<file path="config.mk">
export PLATFORM = sky130hd
export DESIGN_NAME = keypad_operand_entry
export DESIGN_NICKNAME = d
export VERILOG_FILES = /design/src/rtl/operand_entry_pkg.sv /design/src/rtl/btn_sync_edge.sv /design/src/rtl/keypad_operand_entry.sv
export SDC_FILE = /design/constraint.sdc
export NUM_CORES = 1
export LEC_CHECK = 0
export ABC_AREA = 1
export BUFFER_PORTS_ARGS = -buffer_cell sky130_fd_sc_hd__buf_2
export CAP_MARGIN = 20
export CORE_ASPECT_RATIO = 0.6
export CORE_MARGIN = 2
export CORE_UTILIZATION = 35
export DETAILED_ROUTE_END_ITERATION = 10
export PLACE_DENSITY = 0.67
export SLEW_MARGIN = 40
export SYNTH_ARGS = -nofsm -noshare
export SYNTH_HDL_FRONTEND = slang
export SYNTH_SLANG_ARGS = --single-unit
</file>
<file path="constraint.sdc">
create_clock -name CLK -period 1.8 [get_ports CLK]
set_input_delay 0.09 -clock CLK [delete_from_list [all_inputs] [get_ports CLK]]
set_output_delay 0.09 -clock CLK [all_outputs]
set_load 0.02 [all_outputs]
</file>
<file path="src/rtl/operand_entry_pkg.sv">
// rtl/operand_entry_pkg.sv - shared types and defaults for keypad operand entry
package operand_entry_pkg;

  localparam int DEF_NIBBLES         = 8;
  localparam int DEF_DEBOUNCE_CYCLES = 500000;

  typedef enum logic [1:0] {
    ENTER_A = 2'd0,
    ENTER_B = 2'd1,
    READY   = 2'd2
  } entry_state_t;

  typedef logic [1:0] op_t;
  localparam op_t OP_PLUS = 2'b01;

endpackage

</file>
<file path="src/rtl/btn_sync_edge.sv">
// rtl/btn_sync_edge.sv - button synchronizer, optional debounce, falling-edge pulse
// Debounce is compiled in with KEYPAD_OPERAND_DEBOUNCE_EN.
module btn_sync_edge
  import operand_entry_pkg::*;
#(
  parameter int DEBOUNCE_CYCLES = DEF_DEBOUNCE_CYCLES
) (
  input  logic i_clk,
  input  logic i_rst_n,
  input  logic i_btn_n,
  output logic o_fall
);

  logic       r_sync1;
  logic       r_sync2;
  logic [1:0] r_vld;
  logic       r_prev;
  logic       r_armed;
  logic       w_level;

  always_ff @(posedge i_clk or negedge i_rst_n) begin
    if (!i_rst_n) begin
      r_sync1 <= 1'b1;
      r_sync2 <= 1'b1;
      r_vld   <= 2'b00;
    end else begin
      r_sync1 <= i_btn_n;
      r_sync2 <= r_sync1;
      r_vld   <= {r_vld[0], 1'b1};
    end
  end

`ifdef KEYPAD_OPERAND_DEBOUNCE_EN
  localparam int CW = $clog2(DEBOUNCE_CYCLES + 1);
  localparam logic [CW-1:0] LAST = CW'(DEBOUNCE_CYCLES - 1);

  logic [CW-1:0] r_cnt;
  logic          r_db;

  // Any sample agreeing with the debounced level restarts the count.
  always_ff @(posedge i_clk or negedge i_rst_n) begin
    if (!i_rst_n) begin
      r_cnt <= '0;
      r_db  <= 1'b1;
    end else if (r_sync2 == r_db) begin
      r_cnt <= '0;
    end else if (r_cnt == LAST) begin
      r_cnt <= '0;
      r_db  <= r_sync2;
    end else begin
      r_cnt <= r_cnt + 1'b1;
    end
  end

  assign w_level = r_db;
`else
  assign w_level = r_sync2;
`endif

  // Arm only once the real pin has been seen released, so a press held through reset is ignored.
  always_ff @(posedge i_clk or negedge i_rst_n) begin
    if (!i_rst_n) begin
      r_prev  <= 1'b1;
      r_armed <= 1'b0;
    end else begin
      r_prev <= w_level;
      if (r_vld[1] && r_sync2 && w_level) begin
        r_armed <= 1'b1;
      end
    end
  end

  assign o_fall = r_armed & r_prev & ~w_level;

endmodule

</file>
<file path="src/rtl/keypad_operand_entry.sv">
// rtl/keypad_operand_entry.sv - keypad digits and buttons to operands A/B and operation
// Button debounce is compiled in with KEYPAD_OPERAND_DEBOUNCE_EN.
module keypad_operand_entry
  import operand_entry_pkg::*;
#(
  parameter int NIBBLES         = DEF_NIBBLES,
  parameter int DEBOUNCE_CYCLES = DEF_DEBOUNCE_CYCLES
) (
  input  logic                         CLK,
  input  logic                         RESET,
  input  logic                         KEY_VALID,
  input  logic [3:0]                   KEY_CODE,
  input  logic                         BTN_ENTER_N,
  input  logic                         BTN_CLEAR_N,
  input  logic                         BTN_OP_N,
  output logic [4*NIBBLES-1:0]         A,
  output logic [4*NIBBLES-1:0]         B,
  output logic [1:0]                   Operation,
  output logic [4*NIBBLES-1:0]         EDIT_VAL,
  output logic [$clog2(NIBBLES+1)-1:0] DIGIT_CNT,
  output logic [1:0]                   SEL,
  output logic                         UPDATE
);

  localparam int W  = 4 * NIBBLES;
  localparam int CW = $clog2(NIBBLES + 1);
  localparam logic [CW-1:0] FULL = CW'(NIBBLES);

  logic [W-1:0]  r_a;
  logic [W-1:0]  r_b;
  logic [W-1:0]  r_edit;
  logic [CW-1:0] r_cnt;
  op_t           r_op;
  entry_state_t  r_state;
  logic          r_update;

  logic w_ev_enter;
  logic w_ev_clear;
  logic w_ev_op;
  logic w_update;

  btn_sync_edge #(.DEBOUNCE_CYCLES(DEBOUNCE_CYCLES)) u_enter (
    .i_clk(CLK), .i_rst_n(RESET), .i_btn_n(BTN_ENTER_N), .o_fall(w_ev_enter)
  );

  btn_sync_edge #(.DEBOUNCE_CYCLES(DEBOUNCE_CYCLES)) u_clear (
    .i_clk(CLK), .i_rst_n(RESET), .i_btn_n(BTN_CLEAR_N), .o_fall(w_ev_clear)
  );

  btn_sync_edge #(.DEBOUNCE_CYCLES(DEBOUNCE_CYCLES)) u_op (
    .i_clk(CLK), .i_rst_n(RESET), .i_btn_n(BTN_OP_N), .o_fall(w_ev_op)
  );

  // Clear outranks enter, so enter only commits when clear is absent.
  always_comb begin
    w_update = w_ev_op;
    if (w_ev_clear) begin
      if (r_state == READY) w_update = 1'b1;
    end else if (w_ev_enter && (r_state != READY)) begin
      w_update = 1'b1;
    end
  end

  always_ff @(posedge CLK or negedge RESET) begin
    if (!RESET) begin
      r_a      <= '0;
      r_b      <= '0;
      r_edit   <= '0;
      r_cnt    <= '0;
      r_op     <= OP_PLUS;
      r_state  <= ENTER_A;
      r_update <= 1'b0;
    end else begin
      r_update <= w_update;
      if (w_ev_op) begin
        r_op <= r_op + 2'd1;
      end
      case (r_state)
        ENTER_A, ENTER_B: begin
          if (w_ev_clear) begin
            r_edit <= '0;
            r_cnt  <= '0;
          end else if (w_ev_enter) begin
            if (r_state == ENTER_A) begin
              r_a     <= r_edit;
              r_state <= ENTER_B;
            end else begin
              r_b     <= r_edit;
              r_state <= READY;
            end
            r_edit <= '0;
            r_cnt  <= '0;
          end else if (KEY_VALID && (r_cnt < FULL)) begin
            r_edit <= {r_edit[W-5:0], KEY_CODE};
            r_cnt  <= r_cnt + 1'b1;
          end
        end
        READY: begin
          if (w_ev_clear) begin
            r_a     <= '0;
            r_b     <= '0;
            r_state <= ENTER_A;
          end else if (w_ev_enter) begin
            r_state <= ENTER_A;
          end
          r_edit <= '0;
          r_cnt  <= '0;
        end
        default: r_state <= ENTER_A;
      endcase
    end
  end

  assign A         = r_a;
  assign B         = r_b;
  assign Operation = r_op;
  assign EDIT_VAL  = r_edit;
  assign DIGIT_CNT = r_cnt;
  assign SEL       = r_state;
  assign UPDATE    = r_update;

endmodule
</file>
Yosys cells after proc, flatten, opt, wreduce, memory -nomap -nowiden
Cells that the tools add are included.
{"block": "totals", "ff_bits": 123, "latch_bits": 0, "ram_bits": 0, "rom_bits": 0, "input_bits": 10, "output_inout_bits": 105, "word_cells": 85, "mem_count": 0}
{"block": "classes", "add_sub_neg": 2, "mul": 0, "div_mod_pow": 0, "n_lt_le_gt_ge": 1, "eq_ne": 10, "shift": 0, "muxes": 26, "bitwise": 9, "n_reduce_logical": 15}
{"cell": "32-bit 2-to-1 mux", "count": 10}
{"cell": "32-bit one-hot mux with 2 select lines", "count": 3}
{"cell": "4-bit 2-to-1 mux", "count": 3}
{"cell": "2-bit 2-to-1 mux", "count": 5}
{"cell": "2-bit != test, second input constant", "count": 5}
{"cell": "5-bit AND reduction", "count": 2}
{"cell": "1-bit logical AND", "count": 8}
{"cell": "4-bit one-hot mux with 2 select lines", "count": 1}
{"cell": "1-bit AND", "count": 6}
{"cell": "4-bit by 1-bit adder with 4-bit output, second input constant", "count": 1}
{"cell": "4-bit < comparator, second input constant", "count": 1}
{"cell": "4-bit by 3-bit != test with 1-bit output, second input constant", "count": 1}
{"cell": "2-bit one-hot mux with 2 select lines", "count": 1}
{"cell": "1-bit 2-to-1 mux", "count": 3}
{"cell": "3-bit by 2-bit != test with 1-bit output, second input constant", "count": 1}
{"cell": "1-bit inverter", "count": 3}
{"cell": "3-bit AND reduction", "count": 1}
{"cell": "2-bit by 1-bit adder with 2-bit output, second input constant", "count": 1}
{"cell": "2-bit by 1-bit equality test with 1-bit output, second input constant", "count": 1}
{"cell": "2-bit equality test, second input constant", "count": 1}
{"cell": "2-bit logical NOT", "count": 1}
{"cell": "2-bit by 1-bit != test with 1-bit output, second input constant", "count": 1}
{"cell": "2-bit AND reduction", "count": 1}
{"cell": "2-bit nonzero test", "count": 1}
{"cell": "2-bit OR reduction", "count": 1}

Depth between registers and ports, before layout
Gate-level depths: netlist of the first run.
{"block": "depth", "depth_word": 6, "mapped_depth": 9}

By module
A second synthesis of the first run with hierarchy kept.
{"block": "hier_totals", "cells_unflattened": 584, "hier_area_um2": 5119.9}
{"module": "keypad_operand_entry", "instances": 1, "cells_per_inst": 548, "area_each_um2": 4583.1}
{"module": "btn_sync_edge", "instances": 3, "cells_per_inst": 12, "area_each_um2": 178.9}

Worst setup path after synthesis of the first run
OpenSTA, ideal clock, no wires.
{"block": "synth_timing", "path_type": "reg-to-reg", "from": "register r_state[1] (netlist: SEL[1])", "to": "register r_b[0] (netlist: B[0])", "setup_time_ps": 118, "t_arrival_ps": 1237, "t_required_ps": 1682, "slack_ps": 445, "stages_incl_launch_ff": 8, "n_path_buf": 2, "cell_sequence": "dfrtp_1 inv_2 nor2_4 nand2_1 buf_4 buf_6 nand3_1 nand2_1"}
{"block": "synth_via", "elab_chain_len": 4, "elab_cells_between_ends": 11, "classes_between": "6 x eq/ne; 1 x mux; 4 x reduce/logical"}
{"item": "start, declared", "line_no": "keypad_operand_entry.sv:34", "rtl": "entry_state_t r_state;"}
{"item": "start signal, assigned", "line_no": "keypad_operand_entry.sv:71", "rtl": "r_state <= ENTER_A;"}
{"item": "start signal, assigned", "line_no": "keypad_operand_entry.sv:86", "rtl": "r_state <= ENTER_B;"}
{"item": "start signal, assigned", "line_no": "keypad_operand_entry.sv:89", "rtl": "r_state <= READY;"}
{"item": "2-bit by 1-bit equality test with 1-bit output or 2-bit logical NOT (tied branches)", "line_no": "keypad_operand_entry.sv:78, keypad_operand_entry.sv:84"}
{"item": "2-bit OR reduction", "line_no": "keypad_operand_entry.sv:78", "rtl": "case (r_state)"}
{"item": "2-bit != test (no source line) or 2-bit nonzero test (tied branches)"}
{"item": "5-bit AND reduction (no source line)"}
{"item": "end signal, assigned", "line_no": "keypad_operand_entry.sv:88", "rtl": "r_b <= r_edit;"}
{"item": "end, declared", "line_no": "keypad_operand_entry.sv:30", "rtl": "logic [W-1:0] r_b;"}
Parallel ways exist; a longest one is shown, timed or not.
A chain may end at the register's enable or synchronous reset.

Worst setup path after layout of the first run
{"block": "layout_timing", "from": "register u_clear.r_sync2", "to": "register r_edit[11] (netlist: EDIT_VAL[11])"}
{"block": "layout_via", "elab_chain_len": 4, "elab_cells_between_ends": 6, "classes_between": "1 x eq/ne; 2 x mux; 2 x bitwise; 1 x reduce/logical"}
{"item": "start, declared", "line_no": "btn_sync_edge.sv:15", "rtl": "logic r_sync2;"}
{"item": "start signal, assigned", "line_no": "btn_sync_edge.sv:28", "rtl": "r_sync2 <= r_sync1;"}
{"item": "1-bit inverter (*)", "line_no": "btn_sync_edge.sv:73", "rtl": "assign o_fall = r_armed & r_prev & ~w_level;"}
{"item": "1-bit AND (*)", "line_no": "btn_sync_edge.sv:73"}
{"item": "4-bit by 3-bit != test with 1-bit output (no source line) or 32-bit 2-to-1 mux (tied branches)"}
{"item": "2-bit AND reduction (no source line) or 32-bit one-hot mux with 2 select lines (tied branches)"}
{"item": "end signal, assigned", "line_no": "keypad_operand_entry.sv:94", "rtl": "r_edit <= {r_edit[W-5:0], KEY_CODE};"}
{"item": "end, declared", "line_no": "keypad_operand_entry.sv:31", "rtl": "logic [W-1:0] r_edit;"}
Every way passes the cells marked *; elsewhere a longest branch is shown, timed or not.

==> results of run 1 <==
## repair_timing
action	CTS	global route
hold buffers	7	0
resized for setup	0	1
buffers inserted	0	0
setup endpoints to repair	0	31
endpoints found under the hold margin	35	0
## sequential cells by signal, summed over array words and instances, names as in the netlist, 2 cells and up
name / cells
B: 32
SEL: 2
EDIT_VAL: 32
DIGIT_CNT: 4
A: 32
Operation: 2
## Yosys cell counts, drive strengths merged
cell type	count	area share
a21o	3	0.0045
buf	26	0.043
clkbuf	2	0.0055
conb	1	0.00075
dfrtp	109	0.54
dfstp	10	0.052
ha	1	0.0025
inv	46	0.034
nand2	246	0.19
nand3	69	0.071
nand3b	1	0.0015
nand4	7	0.010
nor2	43	0.036
o211ai	1	0.0015
o21ai	3	0.0052
xor2	2	0.0035
## critical path, cell delays in order, from the launching register on
cell	delay, ps
dfstp_2	550
inv_1	50
nand3_2	100
nand2_2	100
nor2_1	370
nor2_4	200
nand2_1	110
nand2_1	50
## stage by stage
| step | instances | util | cell area (µm²) | setup slack (ps) | total power (µW) |
|---|---|---|---|---|---|
| 2_1_floorplan | 570 | - | 5020 | 445 | 4830 |
| 3_3_place_gp | 864 | 0.417 | 5760 | 132 | 5590 |
| 3_5_place_dp | 864 | 0.417 | 5760 | 73.1 | 5630 |
| 4_1_cts | 903 | 0.467 | 6460 | 53.1 | 9260 |
| 5_1_grt | 904 | 0.468 | 6470 | 42.3 | 9670 |
| 6_report | 904 | 0.468 | 6470 | 153 | 9190 |
## per-layer routing
layer | GRT usage | share of wire | vias to the layer above
met5 | 0 | 0 | -
met4 | 0.0610 | 0.010 | 0
met3 | 0.0435 | 0.063 | 13
met2 | 0.248 | 0.42 | 132
met1 | 0.273 | 0.51 | 1936
li1 | - | - | 2017
## cells in the final DEF, fill, tap and decap left out
master / instances
nand2_1: 242
buf_2: 113
dfrtp_1: 109
nand3_1: 67
inv_1: 42
nor2_1: 40
clkbuf_16: 17
buf_4: 13
dfstp_2: 10
dlygate4sd3_1: 7
nand4_1: 6
clkbuf_8: 6
inv_2: 4
nand2_2: 4
buf_12: 4
nor2_4: 3
a21o_1: 3
bufinv_16: 3
nand3_2: 2
xor2_1: 2
o21ai_0: 2
clkbuf_1: 2
clkinvlp_4: 2
clkinv_2: 2
nor2_2: 1
nand3b_1: 1
o211ai_1: 1
o21ai_4: 1
nand4_2: 1
ha_1: 1
conb_1: 1
## power by group through the flow
| stage | Clock (µW) | Combinational (µW) | Sequential [µW] |
|---|---|---|---|
| 3_3_place_gp | 0 | 2030 | 3560 |
| 4_1_cts | 3660 | 2080 | 3530 |
| 5_1_grt | 3780 | 2290 | 3590 |
| 3_5_place_dp | 0 | 2060 | 3570 |
| 6_report | 3580 | 2070 | 3530 |
| 2_1_floorplan | 0 | 819 | 4010 |
## kinds of logic after synthesis
logic type	after synthesis	synth area share
simple gates	366	0.303
fa+ha+maj	1	0.00249
compound gates	7	0.0112
buf+inv	74	0.0828
other cells	1	0.000747
xor+xnor	2	0.00349
flops	119	0.596
## cell type report
| class | count | area (µm²) | share of cell area |
|---|---|---|---|
| sequential | 119 | 2990 | 0.462 |
| multi-input combinational | 378 | 1630 | 0.251 |
| timing repair buffer | 137 | 813 | 0.126 |
| clock buffer | 25 | 515 | 0.0796 |
| tap | 192 | 240 | 0.0371 |
| inverter | 46 | 173 | 0.0267 |
| clock inverter | 7 | 115 | 0.0178 |
## final timing paths
kind | startpoint | endpoint | slack [ps]
max | u_clear.r_sync2$_DFF_PN1_ | EDIT_VAL[11]$_DFFE_PN0P_ | 150
min reg2reg | u_clear.r_sync1$_DFF_PN1_ | u_clear.r_sync2$_DFF_PN1_ | 350
max reg2reg | u_clear.r_sync2$_DFF_PN1_ | EDIT_VAL[11]$_DFFE_PN0P_ | 150
min in group asynchronous | RESET | B[7]$_DFFE_PN0P_ | 180
max in group asynchronous | RESET | u_clear.r_prev$_DFF_PN1_ | 940
min | KEY_CODE[2] | EDIT_VAL[2]$_DFFE_PN0P_ | 20
==> out/results.ini, run 1 <==
[min_path]
min_path_cells = 5
hold_path.class = in2reg

[layout]
layout-drive-gt1-share = 0.261
fill_cells = 1355
syn_to_final_growth_pct = 29.0
antenna-diode-count = 0
nets = 710

[detailed_routing]
drtPass1Iterations = 4
drt_iter0_drc = 185
ant_nets = 0
vias_per_cell = 4.53
wl_um = 13400
drc = 0
wl_per_cell_um = 14.9
vias = 4098

[cts]
clk_path_buf_depth = 2
cts_tree = done
clk_pin_slew_ps = 50
cts_root_buffer = clkbuf_16
numCtsBuffers = 17
htreeDepth = 4
clock_sinks = 119
insertion_delay_ps = 410

[worst_setup_path]
worstPathRequired_ps = 2090
ff2ff_path_depth = 7
worstPathArrival_ps = 1940
startpoint_type = flip-flop
critPathKind = reg2reg
path_max_fanout = 16
end_kind = flip-flop

[placement]
gp_congestion = 0.771
dp_hpwl_um = 8740
portBuffers = 114

[sta]
grt_setup_unrepaired = no
maxSlewViolCount = 0
fmax_ghz = 0.607
period_share = 0.915
final.setup_skew_ps = 8.71
hold_viol = 0
period_needed_ps = 1650
tns_ps = 0
whs_ps = 18.4
finalSetupViolations = 0

[pwr]
peakVddDrop_v = 0.000637
switchingPower_uw = 2990
power.leakage_uw = 0.00372
combinationalPowerShare = 0.226
clock_power_share = 0.390
seqPwrFrac = 0.385
sw_frac_of_total = 0.326
p_int_uw = 6190
powerDensity_nw_per_um2 = 1420

[floorplanning]
boundaryPins = 115
start_util = 0.363
fp-row-count = 33
coreArea_um2 = 13800
die_x_um = 159
die_h_um = 96.8
die-area_um2 = 15300

[synth]
yosysUniqueCellTypes = 25
syn_inst = 570
yosys_warnings = 0
syn-num-nets = 581
syn_area_per_cell_um2 = 8.80
syn-cell-area_um2 = 5020
yosys_register_bits = 119
seq_area_frac_synth = 0.596

[grt]
antenna_found_initial = 0
grt_max_degree = 41
grt_overflow_total = 0
grt_pass1_wl_um = 21100
grt_pass1_vias = 3841
grt_usage = 0.180

[run]
drv_cap = 0

[run_status]
outcome = complete, no violations

Power figures use the tool's default switching activity.
==> run 2, diff against run 1 <==
- ABC_AREA: 1 -> unset
- CAP_MARGIN: 20 -> 25
==> run 2 against run 1 <==
Flip-flop and latch count did not move. Clock skew up 3.0 ps. Largest power group unchanged. Critical path type unchanged. Non-clock buffer count up 3. Total power fell by 13%.
==> out/results.ini, run 2 <==
[run_status]
outcome = complete, no violations

[synth]
syn_area_per_cell_um2 = 12.7
yosys-top-cells-area = dfrtp_1, mux2i_1, dfstp_2
synth_commonest_cells = dfrtp_1, mux2i_1, o21ai_0, inv_1, a22o_1
syn-num-nets = 397
syn-cell-area_um2 = 4900
synth_most_common_cell = dfrtp_1
syn_inst = 386
synth_top_area_share = 0.557
synth_top_area_cell = dfrtp_1
synth_top_family_by_area = multiplexers
ys.flop_type = dfrtp_1
yosys_register_bits = 119
synth_edf_count = 0
synth_xor_area_frac = 0.00358
yosys.area_share.simple = 0.0330
synth_compound_area_frac = 0.143
synth_adder_area_share = 0.00256
yosysUniqueCellTypes = 40
ys_async_sr_fraction = 1.00
muxShareOfSynthArea = 0.145
yosys_warnings = 0
seq_area_frac_synth = 0.611

[min_path]
hold_start = KEY_VALID
hold_path.class = in2reg

[worst_setup_path]
startpoint_type = flip-flop
end_kind = flip-flop
r2r_start = u_enter.r_prev$_DFF_PN1_
path_max_fanout = 9
critPathLaunch = u_enter.r_prev$_DFF_PN1_
worstPathRequired_ps = 2070
cp_slowest_stage_delay_ps = 600
cp_slowest_cell = or4_4
crit_chain = nand3b_1 -> or4_4 -> clkbuf_16 -> mux2i_1
critPathKind = reg2reg
worstPathArrival_ps = 2030

[detailed_routing]
vias_per_cell = 5.04
wl_per_cell_um = 18.1
wl_um = 13100
ant_nets = 0
drtPass1Iterations = 4
drt_iter0_drc = 227
vias = 3637
drc = 0

[run]
drv_cap = 0

[sta]
tightest_slew_ps = 619
period_share = 0.978
fmax_ghz = 0.568
maxSlewViolCount = 0
hold_viol = 0
max-slew-margin-rel = 0.587
tns_ps = 0
finalSetupViolations = 0
final.setup_skew_ps = 11.8
setup_ws_ps = 39.0
period_needed_ps = 1760

[grt]
grt_pass1_vias = 3617
grt_overflow_total = 0
grt_pass1_wl_um = 20200
antenna_found_initial = 0
grt_usage = 0.178
grt_max_degree = 47
busiest_layer = met2
met2_usage = 0.260
met3_usage = 0.0518
use_met1 = 0.259

[placement]
gp_congestion = 0.800
preCtsSetupSlack_ps = 21.9
portBuffers = 114
dp_hpwl_um = 8660

[pwr]
peakVddDrop_v = 0.000597
power.leakage_uw = 0.00353
powerDensity_nw_per_um2 = 1240

[layout]
antenna-diode-count = 0
final_core_util = 0.472
mostFrequentLayoutCells = buf_2, dfrtp_1, mux2i_1
seq_area_um2 = 2990
nets = 527
fill_cells = 1253
syn_to_final_growth_pct = 31.9
multi_input_area_um2 = 1620
final_common_cell = buf_2
layout-drive-gt1-share = 0.338

[cts]
htreeDepth = 4
cts_root_buffer = clkbuf_16
insertion_delay_ps = 400
clk_pin_slew_ps = 60
clk_path_buf_depth = 2
numCtsBuffers = 17
cts_tree = done
clock_sinks = 119

[floorplanning]
fp-row-count = 33
die_x_um = 157
die_h_um = 95.6
die-area_um2 = 15000
boundaryPins = 115
start_util = 0.358
coreArea_um2 = 13700

-- run 2: cell count changes in the layout (fill, tap and decap cells not counted), sizes merged, moves of 6 or more --
cell    change
nand2     -242
nand3      -68
clkbuf      -6
mux2i      +70
inv        -11
nor2       -43
a22o       +27
o21ai      +63
-- run 2: worst paths after layout --
| path | end | slack, ps | cells past startpoint |
|---|---|---|---|
| worst max-delay path | A[22]$_DFFE_PN0P_ | 40 | 4 |
| worst max register to register | A[22]$_DFFE_PN0P_ | 40 | 4 |
| min in group asynchronous | B[13]$_DFFE_PN0P_ | 240 | 2 |
| worst min register to register | u_clear.r_vld[1]$_DFF_PN0_ | 360 | 0 |
| max in group asynchronous | A[3]$_DFFE_PN0P_ | 870 | 3 |
| worst min-delay path | DIGIT_CNT[3]$_DFFE_PN0P_ | 130 | 3 |
-- run 2: critical path, delay by kind of cell (launching register included) --
kind	cells	cell delay (ps)
and+or+nand+nor	2	770
DFF	1	520
buffers and inverters	1	220
muxes	1	120
-- run 2: timing repair --
item	4_1_cts	5_1_grt
hold endpoints to repair	41	0
resized for setup	0	0
hold buffers	8	0
buffers inserted	0	1
setup endpoints to repair	0	1
-- run 2: cell type report --
| type | instances | share of cell area |
|---|---|---|
| clock inverters | 14 | 0.0273 |
| flip-flops and latches | 119 | 0.463 |
| multi-input cells | 205 | 0.250 |
| clock buffers | 18 | 0.0665 |
| well taps | 192 | 0.0372 |
| inverters | 33 | 0.0192 |
| repair buffers | 140 | 0.136 |
-- run 2: metal layers --
layer  vias to the layer above  wire length [µm]
met5                         -                 0
met4                         0               137
met3                        10               650
met2                       103              5760
met1                      1893              6520
li1                       1631                 -
-- run 2: logic make-up (layout without fill, tap and decap cells) --
group	after synthesis	in the layout
DFF	119	119
other	1	1
adders and majority gates	1	1
muxes	71	71
AOI/OAI and AO/OA	109	109
xor gates and xnor gates	2	2
buffers and inverters	62	205
and+or+nand+nor	21	21
-- run 2: where the power goes --
part	internal, µW	total [µW]	switching, µW
registers	2940	3140	203
logic	527	1440	912
clock network	2190	3440	1250
total	5660	8020	2360
-- run 2: per-stage QoR --
stage / area (µm²) / total power (µW) / hold WS (ps) / std cells
after floorplan: 4900 / 4040 / -206 / 386
after global placement: 5740 / 4540 / 135 / 679
after detailed placement: 5740 / 4600 / 143 / 679
after CTS: 6420 / 8080 / 107 / 719
after global routing: 6460 / 8370 / 127 / 721
final: 6460 / 8020 / 127 / 721
==> run 3, diff against run 2 <==
- CORE_UTILIZATION: 35 -> 29
- PLACE_DENSITY: 0.67 -> 0.59
==> run 3 against run 2 <==
Sequential power hardly changed. Clock power shrank 3%. First-iteration DRC count grew 16%. Flip-flop and latch count is the same. Global-route usage decreased by 2.5 points. Total power decreased by 1.4%. Clock skew is 2.6 ps lower. Final cell count is 4.9% higher. Clock-buffer cell count unchanged.
==> out/results.ini, run 3 (same netlist as run 2, synthesis figures left out) <==
[detailed_routing]
drc = 0
wl_per_cell_um = 17.6
vias = 3553
vias_per_cell = 4.70
drtPass1Iterations = 5
drt_iter0_drc = 264
wl_um = 13300
ant_nets = 0

[sta]
period_share = 0.984
finalSetupViolations = 0
period_needed_ps = 1770
setup_ws_ps = 29.5
fmax_ghz = 0.565
final.setup_skew_ps = 9.18
grt_setup_unrepaired = yes
whs_ps = 117
maxSlewViolCount = 0
hold_viol = 0
tns_ps = 0

[cts]
htreeDepth = 4
ctsResizeCount = 0
numCtsBuffers = 17
clock_sinks = 119
cts_tree = done
insertion_delay_ps = 400
clk_path_buf_depth = 2
cts_root_buffer = clkbuf_16
clk_pin_slew_ps = 60

[layout]
syn_to_final_growth_pct = 32.1
antenna-diode-count = 0
stdcell_area_um2 = 6470
nets = 526
final_common_cell = buf_2
layout-drive-gt1-share = 0.337
mostFrequentLayoutCells = buf_2, dfrtp_1, mux2i_1

[grt]
grt_pass1_wl_um = 21100
antenna_found_initial = 0
grt_pass1_vias = 3693
grt_usage = 0.154
grt_max_degree = 68
grt_overflow_total = 0

[worst_setup_path]
worstPathArrival_ps = 2080
path_max_fanout = 23
startpoint_type = flip-flop
ff2ff_path_depth = 4
critPathKind = reg2reg
worstPathRequired_ps = 2110
end_kind = flip-flop

[placement]
portBuffers = 114
dpl-instance-area_um2 = 5800
gp_congestion = 0.732
dp_hpwl_um = 8990
preCtsSetupSlack_ps = 38.3

[min_path]
min_path_cells = 3
hold_path.class = in2reg

[pwr]
sw_frac_of_total = 0.302
seqPwrFrac = 0.396
power.leakage_uw = 0.00350
power.total_uw = 7910
switchingPower_uw = 2390
peakVddDrop_v = 0.000609
clock_power_share = 0.421
powerDensity_nw_per_um2 = 1220
p_int_uw = 5520
combinationalPowerShare = 0.183

[floorplanning]
die_h_um = 105
die_x_um = 172
start_util = 0.299
coreArea_um2 = 16400
fp-row-count = 36
boundaryPins = 115
die-area_um2 = 18000

[run]
drv_cap = 0

[run_status]
outcome = complete, no violations

-- run 3: cell count changes in the layout (fill, tap and decap cells not counted), sizes merged --
| cell | change |
|---|---|
| clkinvlp | +4 |
| clkinv | -2 |
| bufinv | -1 |
| clkbuf | -1 |
| inv | -1 |
-- run 3: area by class of cell --
class	instances	area [µm²]
fillers	1634	9930
flip-flops and latches	119	2990
multi-input cells	205	1620
repair buffers	139	868
clock buffers	18	429
well taps	228	285
clock inverters	14	154
inverters	33	124
-- run 3: final timing paths --
kind                                                start                        to  slack, ps
worst max-delay path            u_clear.r_sync2$_DFF_PN1_          A[7]$_DFFE_PN0P_         30
worst min-delay path                            KEY_VALID  DIGIT_CNT[3]$_DFFE_PN0P_        120
worst max register to register  u_clear.r_sync2$_DFF_PN1_          A[7]$_DFFE_PN0P_         30
worst min register to register     u_op.r_sync1$_DFF_PN1_    u_op.r_sync2$_DFF_PN1_        360
max in group asynchronous                           RESET         B[15]$_DFFE_PN0P_       1030
min in group asynchronous                           RESET          UPDATE$_DFF_PN0_        140
-- run 3: per-stage QoR --
stage | instances | util
final | 756 | 0.394
after global routing | 756 | 0.394
after CTS | 756 | 0.394
after detailed placement | 716 | 0.354
after global placement | 716 | 0.354
after floorplan | 386 | -
-- run 3: power groups by stage --
| stage | sequential, µW | clock [µW] | combinational, µW |
|---|---|---|---|
| after global placement | 3160 | 0 | 1420 |
| after CTS | 3130 | 3400 | 1470 |
| final | 3130 | 3330 | 1450 |
| after floorplan | 3430 | 0 | 609 |
| after global routing | 3160 | 3550 | 1570 |
| after detailed placement | 3180 | 0 | 1450 |
-- run 3: layer usage --
layer / share of wire / global-route usage / vias up / wire (µm)
met5: 0 / 0 / - / 0
met4: 0.0060 / 0.0450 / 0 / 79
met3: 0.056 / 0.0386 / 8 / 748
met2: 0.43 / 0.221 / 92 / 5730
met1: 0.51 / 0.226 / 1821 / 6710
li1: - / - / 1632 / -
-- run 3: what timing repair did --
item,4_1_cts,5_1_grt
setup endpoints to repair,0,20
hold buffers,8,0
setup buffers,0,0
hold endpoints to repair,104,0
-- run 3: critical path: stages, from the launching register on --
cell and delay [ps]:
dfstp_2 540, and3b_4 230, or4_4 510, buf_12 200, mux2i_1 190
